File: config.mk
export PLATFORM = sky130hd
export DESIGN_NAME = seg_scan_driver
export DESIGN_NICKNAME = d
export VERILOG_FILES = /design/src/rtl/seg_scan_driver.sv
export SDC_FILE = /design/constraint.sdc
export NUM_CORES = 1
export LEC_CHECK = 0
export CAP_MARGIN = 20
export CORE_ASPECT_RATIO = 0.75
export CORE_MARGIN = 1.5
export CORE_UTILIZATION = 54
export CTS_CLUSTER_SIZE = 40
export DETAILED_ROUTE_END_ITERATION = 8
export PLACE_DENSITY = 0.77
export SYNTH_ARGS = -nofsm -noshare
export SYNTH_HDL_FRONTEND = slang
export SYNTH_SLANG_ARGS = --single-unit
File: constraint.sdc
create_clock -name clk -period 3 [get_ports clk]
set_input_delay 0.45 -clock clk [delete_from_list [all_inputs] [get_ports clk]]
set_output_delay 0.45 -clock clk [all_outputs]
set_load 0.03 [all_outputs]
File: src/rtl/seg_scan_driver.sv
// Four-digit seven-segment scan controller; outputs come from registered state (blank_lz reaches en combinationally).
// New values are applied only at frame boundaries. There is no backpressure: load is always accepted.
module seg_scan_driver #(
    parameter int REFRESH_DIV = 100000,
    parameter int GAP_CYC     = 1000
) (
    input  logic        clk,
    input  logic        rst_n,
    input  logic [15:0] value,
    input  logic        load,
    input  logic        blank_lz,
    output logic [0:3]  x,
    output logic [0:1]  dig,
    output logic        en,
    output logic        pending,
    output logic        frame_tick
);
    localparam int CW = (REFRESH_DIV > 1) ? $clog2(REFRESH_DIV) : 1;
    localparam logic [CW-1:0] CNT_LAST = CW'(REFRESH_DIV - 1);
    localparam logic [CW-1:0] CNT_GAP  = CW'(GAP_CYC);

    logic [CW-1:0] cnt_q, cnt_d;
    logic [1:0]    dig_q, dig_d;
    logic [15:0]   active_q, active_d;
    logic [15:0]   pend_reg_q, pend_reg_d;
    logic          pend_valid_q, pend_valid_d;
    logic          frame_tick_q, frame_tick_d;

    logic          slot_wrap;
    logic          boundary;
    logic [3:0]    nibble;
    logic          lz0, lz1, lz2;
    logic          digit_blanked;
    logic          show_phase;

    assign slot_wrap = (cnt_q == CNT_LAST);
    assign boundary  = slot_wrap && (dig_q == 2'd3);

    always_comb begin
        cnt_d        = slot_wrap ? '0 : cnt_q + 1'b1;
        dig_d        = slot_wrap ? dig_q + 2'd1 : dig_q;
        active_d     = active_q;
        pend_reg_d   = pend_reg_q;
        pend_valid_d = pend_valid_q;
        frame_tick_d = boundary;
        // A load on the boundary edge itself bypasses the pending register.
        if (boundary) begin
            if (load) begin
                active_d     = value;
                pend_valid_d = 1'b0;
            end else if (pend_valid_q) begin
                active_d     = pend_reg_q;
                pend_valid_d = 1'b0;
            end
        end else if (load) begin
            pend_reg_d   = value;
            pend_valid_d = 1'b1;
        end
    end

    always_ff @(posedge clk) begin
        if (!rst_n) begin
            cnt_q        <= '0;
            dig_q        <= 2'd0;
            active_q     <= 16'h0000;
            pend_reg_q   <= 16'h0000;
            pend_valid_q <= 1'b0;
            frame_tick_q <= 1'b0;
        end else begin
            cnt_q        <= cnt_d;
            dig_q        <= dig_d;
            active_q     <= active_d;
            pend_reg_q   <= pend_reg_d;
            pend_valid_q <= pend_valid_d;
            frame_tick_q <= frame_tick_d;
        end
    end

    always_comb begin
        nibble = active_q[3:0];
        case (dig_q)
            2'd0:    nibble = active_q[15:12];
            2'd1:    nibble = active_q[11:8];
            2'd2:    nibble = active_q[7:4];
            default: nibble = active_q[3:0];
        endcase
    end

    // Leading-zero runs: digit d is blankable only if all digits left of it are zero too.
    assign lz0 = (active_q[15:12] == 4'h0);
    assign lz1 = lz0 && (active_q[11:8] == 4'h0);
    assign lz2 = lz1 && (active_q[7:4] == 4'h0);

    always_comb begin
        digit_blanked = 1'b0;
        case (dig_q)
            2'd0:    digit_blanked = blank_lz && lz0;
            2'd1:    digit_blanked = blank_lz && lz1;
            2'd2:    digit_blanked = blank_lz && lz2;
            default: digit_blanked = 1'b0;
        endcase
    end

    assign show_phase = (cnt_q >= CNT_GAP);

    assign x          = nibble;
    assign dig        = dig_q;
    assign en         = show_phase && !digit_blanked;
    assign pending    = pend_valid_q;
    assign frame_tick = frame_tick_q;
endmodule

After elaboration in Yosys (flattened, before gate mapping)
Cells that the tools add are included.
{"block": "totals", "reg_bits": 53, "latchBits": 0, "ram_bits": 0, "romBits": 0, "output_inout_bits": 9, "memories": 0}
{"block": "op_classes", "add_sub_neg": 2, "n_mul": 0, "n_div": 0, "n_lt_le_gt_ge": 1, "eq_ne": 4, "shift": 0, "n_mux": 4, "bitwise_logic": 2, "reduce_logical": 17}
{"operator": "16-bit 2-to-1 mux", "n": 2}
{"operator": "17-bit by 1-bit adder with 17-bit output, second input constant", "n": 1}
{"operator": "17-bit == test, second input constant", "n": 1}
{"operator": "17-bit by 10-bit greater-or-equal comparator with 1-bit output, second input constant", "n": 1}
{"operator": "4-bit zero test", "n": 3}
{"operator": "4-bit case mux with 3 select lines", "n": 1}
{"operator": "1-bit logical AND", "n": 7}
{"operator": "2-bit == test, second input constant", "n": 2}
{"operator": "2-bit AND reduction", "n": 2}
{"operator": "2-bit OR reduction", "n": 2}
{"operator": "1-bit case mux with 3 select lines", "n": 1}
{"operator": "2-bit by 1-bit adder with 2-bit output, second input constant", "n": 1}
{"operator": "2-bit by 1-bit == test with 1-bit output, second input constant", "n": 1}
{"operator": "2-bit zero test", "n": 1}
{"operator": "1-bit NOT", "n": 2}
{"operator": "2-bit nonzero test", "n": 1}
{"operator": "1-bit zero test", "n": 1}

Logic depth before layout (Yosys ltp)
{"block": "logic_depth", "depth_word": 7, "ltp_mapped": 7, "ltp_nobuf": 5}

Worst setup path before layout
OpenSTA, ideal clock, no wires.
{"block": "synth_timing", "path_kind": "reg-to-output", "start": "register dig_q[0] (netlist: dig[1])", "end": "output en", "arrival_time_ns": 1.698, "required_ns": 2.550, "slack_ns": 0.852, "path_stages_with_launch": 6, "path_buffers": 0, "path_cell_list": "dfxtp_1 inv_1 ha_1 a21oi_1 o21ai_0 a31oi_1"}
{"block": "synth_via", "elab_chain_len": 4}
{"element": "start: declaration", "line": "23", "text": "logic [1:0] dig_q, dig_d;"}
{"element": "start signal: assignment", "line": "71", "text": "dig_q <= dig_d;"}
{"element": "2-bit == test, or another cell as far along", "line": "96", "text": "case (dig_q)"}
{"element": "1-bit case mux with 3 select lines *", "line": "96"}
{"element": "1-bit zero test *", "line": "108", "text": "assign en = show_phase && !digit_blanked;"}
{"element": "1-bit logical AND *", "line": "108"}
{"element": "end: declaration", "line": "14", "text": "output logic en,"}
Every way passes the cells marked *; elsewhere a longest branch is shown, timed or not.

Final worst setup path
{"block": "layout_timing", "start": "register dig_q[1] (netlist: dig[0])", "end": "output x[2] (netlist bit)"}
{"block": "layout_via", "elab_chain_len": 2}
{"element": "2-bit == test, or another cell as far along", "line": "81", "text": "case (dig_q)"}
{"element": "4-bit case mux with 3 select lines *", "line": "81"}
{"element": "end: declaration", "line": "12", "text": "output logic [0:3] x,"}
Marked as above.

==> impl_results.md <==
- DPL Wire Length: 4370 um
- R2R Setup Slk: 0.88 ns
- FMAX: about 370 MHz
- M1 GR Usage: 37.8%
- Top cells by count, synth: dfxtp_1, nand2_1, nand4_1
- Antenna Nets Post-Route: 0
- Die height: between 60 and 70 um
- Post-synth top area cell: dfxtp_1
- Slew HR: 46.6%
- M2 GR Usage: 29.8%
- Final Hold Violating Endpoints: 0
- CP Capture Point: x[2]
- WL per Instance: 14.6 um
- Post-CTS Hold Buffers: 0
- Worst skew pair latency: 0.32 ns
- Max Cap Viol: 0
- Multi-input gate area in the final layout: 0.00163 mm2
- Slew Limit Fails: 0
- Top-area cell type share of the netlist area: 36.2%
- Peak supply drop: 0.241 mV
- Postcts setup bufs: 0
- Status: finished clean
- Post-synthesis cell type count: 38
- Max FO, Critical Path: 6
- Endpoint class of the critical path: primary output
- Critical path's top delay family: buffers and inverters
- Synth Register Bits: 53
- Post-synth EDFFs: 0
- CTS H-tree depth: 2
- # rows: 23
- Most numerous cell in the Yosys netlist: dfxtp_1
- Final worst-path cycle share: 91.3%
- Total Neg Setup Slack: 0 ns
- Total congestion overflow: 0
- Iter 0 DRT Violations: 216
- CP Launch Type: flop
- Cell count after synthesis: 355
- Clock-pin slew on the worst setup and hold paths: roughly 0.10 ns
- Placed inst area: ~0.0032 mm2
- Die footprint: slightly below 0.006 mm2
- Worst path depth: 5
- Gpl congestion: between 0.8 and 0.9
- I/O pin cnt: 29
- Main combinational cell family by area after synthesis: simple AND/OR/NAND/NOR gates
- CTS Buf Count: 5
- DRC Markers: 0
- Ys flop type: dfxtp_1
- Initial antenna violation count: 0
- Highest-delay cell along the critical path: clkdlybuf4s50_1
- Total Routed Length: 6460 um
- GRT met3 Usage: 5.20%
- PD cells: 419 mW/mm2
- First-pass detailed-route iteration total: 4
- Total power: 0.00139 W
- Sequential area share after synthesis: 36.2%
- Mapped Area: 0.00293 mm2
- Die Wd: between 80 and 90 um
- Crit path from: dig[0]
- Area Growth Syn to Fin: 13.2%
- CORE AREA: 0.00530 mm2
- Tmin final: 2.74 ns
- Vias after detailed routing: roughly 2.6k
- Syn_area_per_cell: ~8.3 um2
- Simple-Gate Fraction of Synth Area: 26.4%
- Vias in the first global route: approximately 2.2k
- Clock Sinks: 53
- Hold Crit Depth: 1
- Total track usage: 23.4%
- Post-CTS resize count: 0
- Initial Util: 55.4%
- Flip-flop and latch area: 0.00106 mm2
- Crit Path Category: reg2out
- Share of cells above drive strength 1: 9.54%
- Synth Area in Compound Gates: approximately a fifth
- Multiplexer share of the synthesized area: 2.05%
- Post-Synth Adder-Cell Area: 2.99%
- CP Cell Sequence: inv_1, ha_1, a222oi_1, mux2i_1, clkdlybuf4s50_1
- Required time worst endpoint: about 2.6 ns
- Clock Tree Buf Depth: 2
- Final Hold Slack: 0.486 ns
- WP data arrival: about 2.3 ns
- Root Driver: clkbuf_8
- Synthesis Warnings: 0
- Number of nets in the layout: 393
- First-pass GRT wire length: 10700 um
- # fillers: 498
- Worst slew pin tran: 0.800 ns
- Detail-routed via count per cell: ~6
- Clk_skew: 0.0134 ns
- CP peak stage delay: 0.61 ns
- Fin area: 0.00332 mm2
- Synthesized Nets: between 300 and 400
- Reg2reg end: pend_reg_q[2]
- Worst path buffer plus inverter count: 2
- Final setup fails: 0
- Worst r2r src: dig[1]
- IO Port Bufs: 28
- Unrepaired setup endpoints after global routing: false
- Post-synthesis xor/xnor area fraction: 3.88%
- Antenna cell count: 0
- GR peak layer: met1
- Largest net degree at the start of global routing: between 60 and 70
- Leak: 1.15 nW
- Worst-case reg-to-reg path depth: 6
- Worst hold path class: reg2reg
- TritonCTS clock tree: built
- Ys async rst share: 0%
- Synth top area cells: dfxtp_1, nand4_1, o32a_1, nand2_1, o211ai_1
[final cells by class]
type                    count  share of cell area (%)
multi-input cells         245                    49.0
clock buffers               6                    2.49
clock inverters             2                    1.13
well taps                  75                    2.82
repair buffers             35                    9.72
flip-flops and latches     53                    31.9
inverters                  26                    2.94
[placed cells by master, fill, tap and decap left out, types with 2 or more instances in the layout]
master           synthesis  layout
nand4_1                 38      38
dfxtp_1                 53      53
buf_4                    4       7
or3_1                    2       2
and3_1                   6       6
xor2_1                  12      12
o211ai_1                17      17
clkdlybuf4s50_1          0      26
nor4_1                   2       2
a222oi_1                 4       4
nand3_1                 21      21
clkbuf_8                 0       6
ha_1                     7       7
nor2_1                  19      18
buf_2                   10       2
o21ai_2                 11      11
o32a_1                  16      16
and4_1                   4       4
a21oi_1                  3       3
o31ai_1                  4       4
inv_1                   26      26
nand2_1                 39      39
mux2i_1                  6       6
o21ai_0                 21      21
[metal layers]
metal | vias up | routed length (um)
li1 | 1326 | -
met1 | 1214 | 3410
met2 | 90 | 2570
met3 | 9 | 399
met4 | 0 | 77
met5 | - | 0
[logic make-up after synthesis]
group | count (synthesis)
AOI/OAI and AO/OA | 78
adders and majority gates | 7
DFF | 53
and+or+nand+nor | 141
xor gates and xnor gates | 13
muxes | 6
buffers and inverters | 57
[worst register-to-register path, cell delays in order, from the launching register on]
cell      delay, ns
dfxtp_1        0.46
ha_1           0.21
nand4_1        0.19
nor2_2         0.49
buf_4          0.35
o32a_1         0.19
o211ai_1       0.09
[worst min path at each step]
stage	from	end	slack, ns
after CTS	cnt_q[0]	cnt_q[0]	0.48
after detailed placement	cnt_q[0]	cnt_q[0]	0.46
after global routing	active_q[13]	active_q[13]	0.52
after global placement	cnt_q[0]	cnt_q[0]	0.46
final	cnt_q[0]	cnt_q[0]	0.49
after floorplan	cnt_q[0]	cnt_q[0]	0.44
[power by group]
part           total [W]  leakage, nW  internal (W)  switching [W]
Clock           0.000515       0.0574      0.000272       0.000244
Combinational   0.000135        0.662     0.0000598      0.0000751
Sequential      0.000742        0.433      0.000728      0.0000137
Total            0.00139         1.15       0.00106       0.000333
[stage by stage]
step                cells  util (%)  setup slack, ns
floorplan             355         -            0.852
global placement      434      60.5            0.707
detailed placement    434      60.5            0.658
CTS                   442      62.7            0.290
global route          442      62.7            0.165
finish                442      62.7            0.261
[flip-flops by register name (all words and copies together) (netlist names)]
| register | flops |
|---|---|
| frame_tick | 1 |
| pending | 1 |
| cnt_q | 17 |
| active_q | 16 |
| dig | 2 |
| pend_reg_q | 16 |
Note: power is estimated with default switching activity, not from simulation.
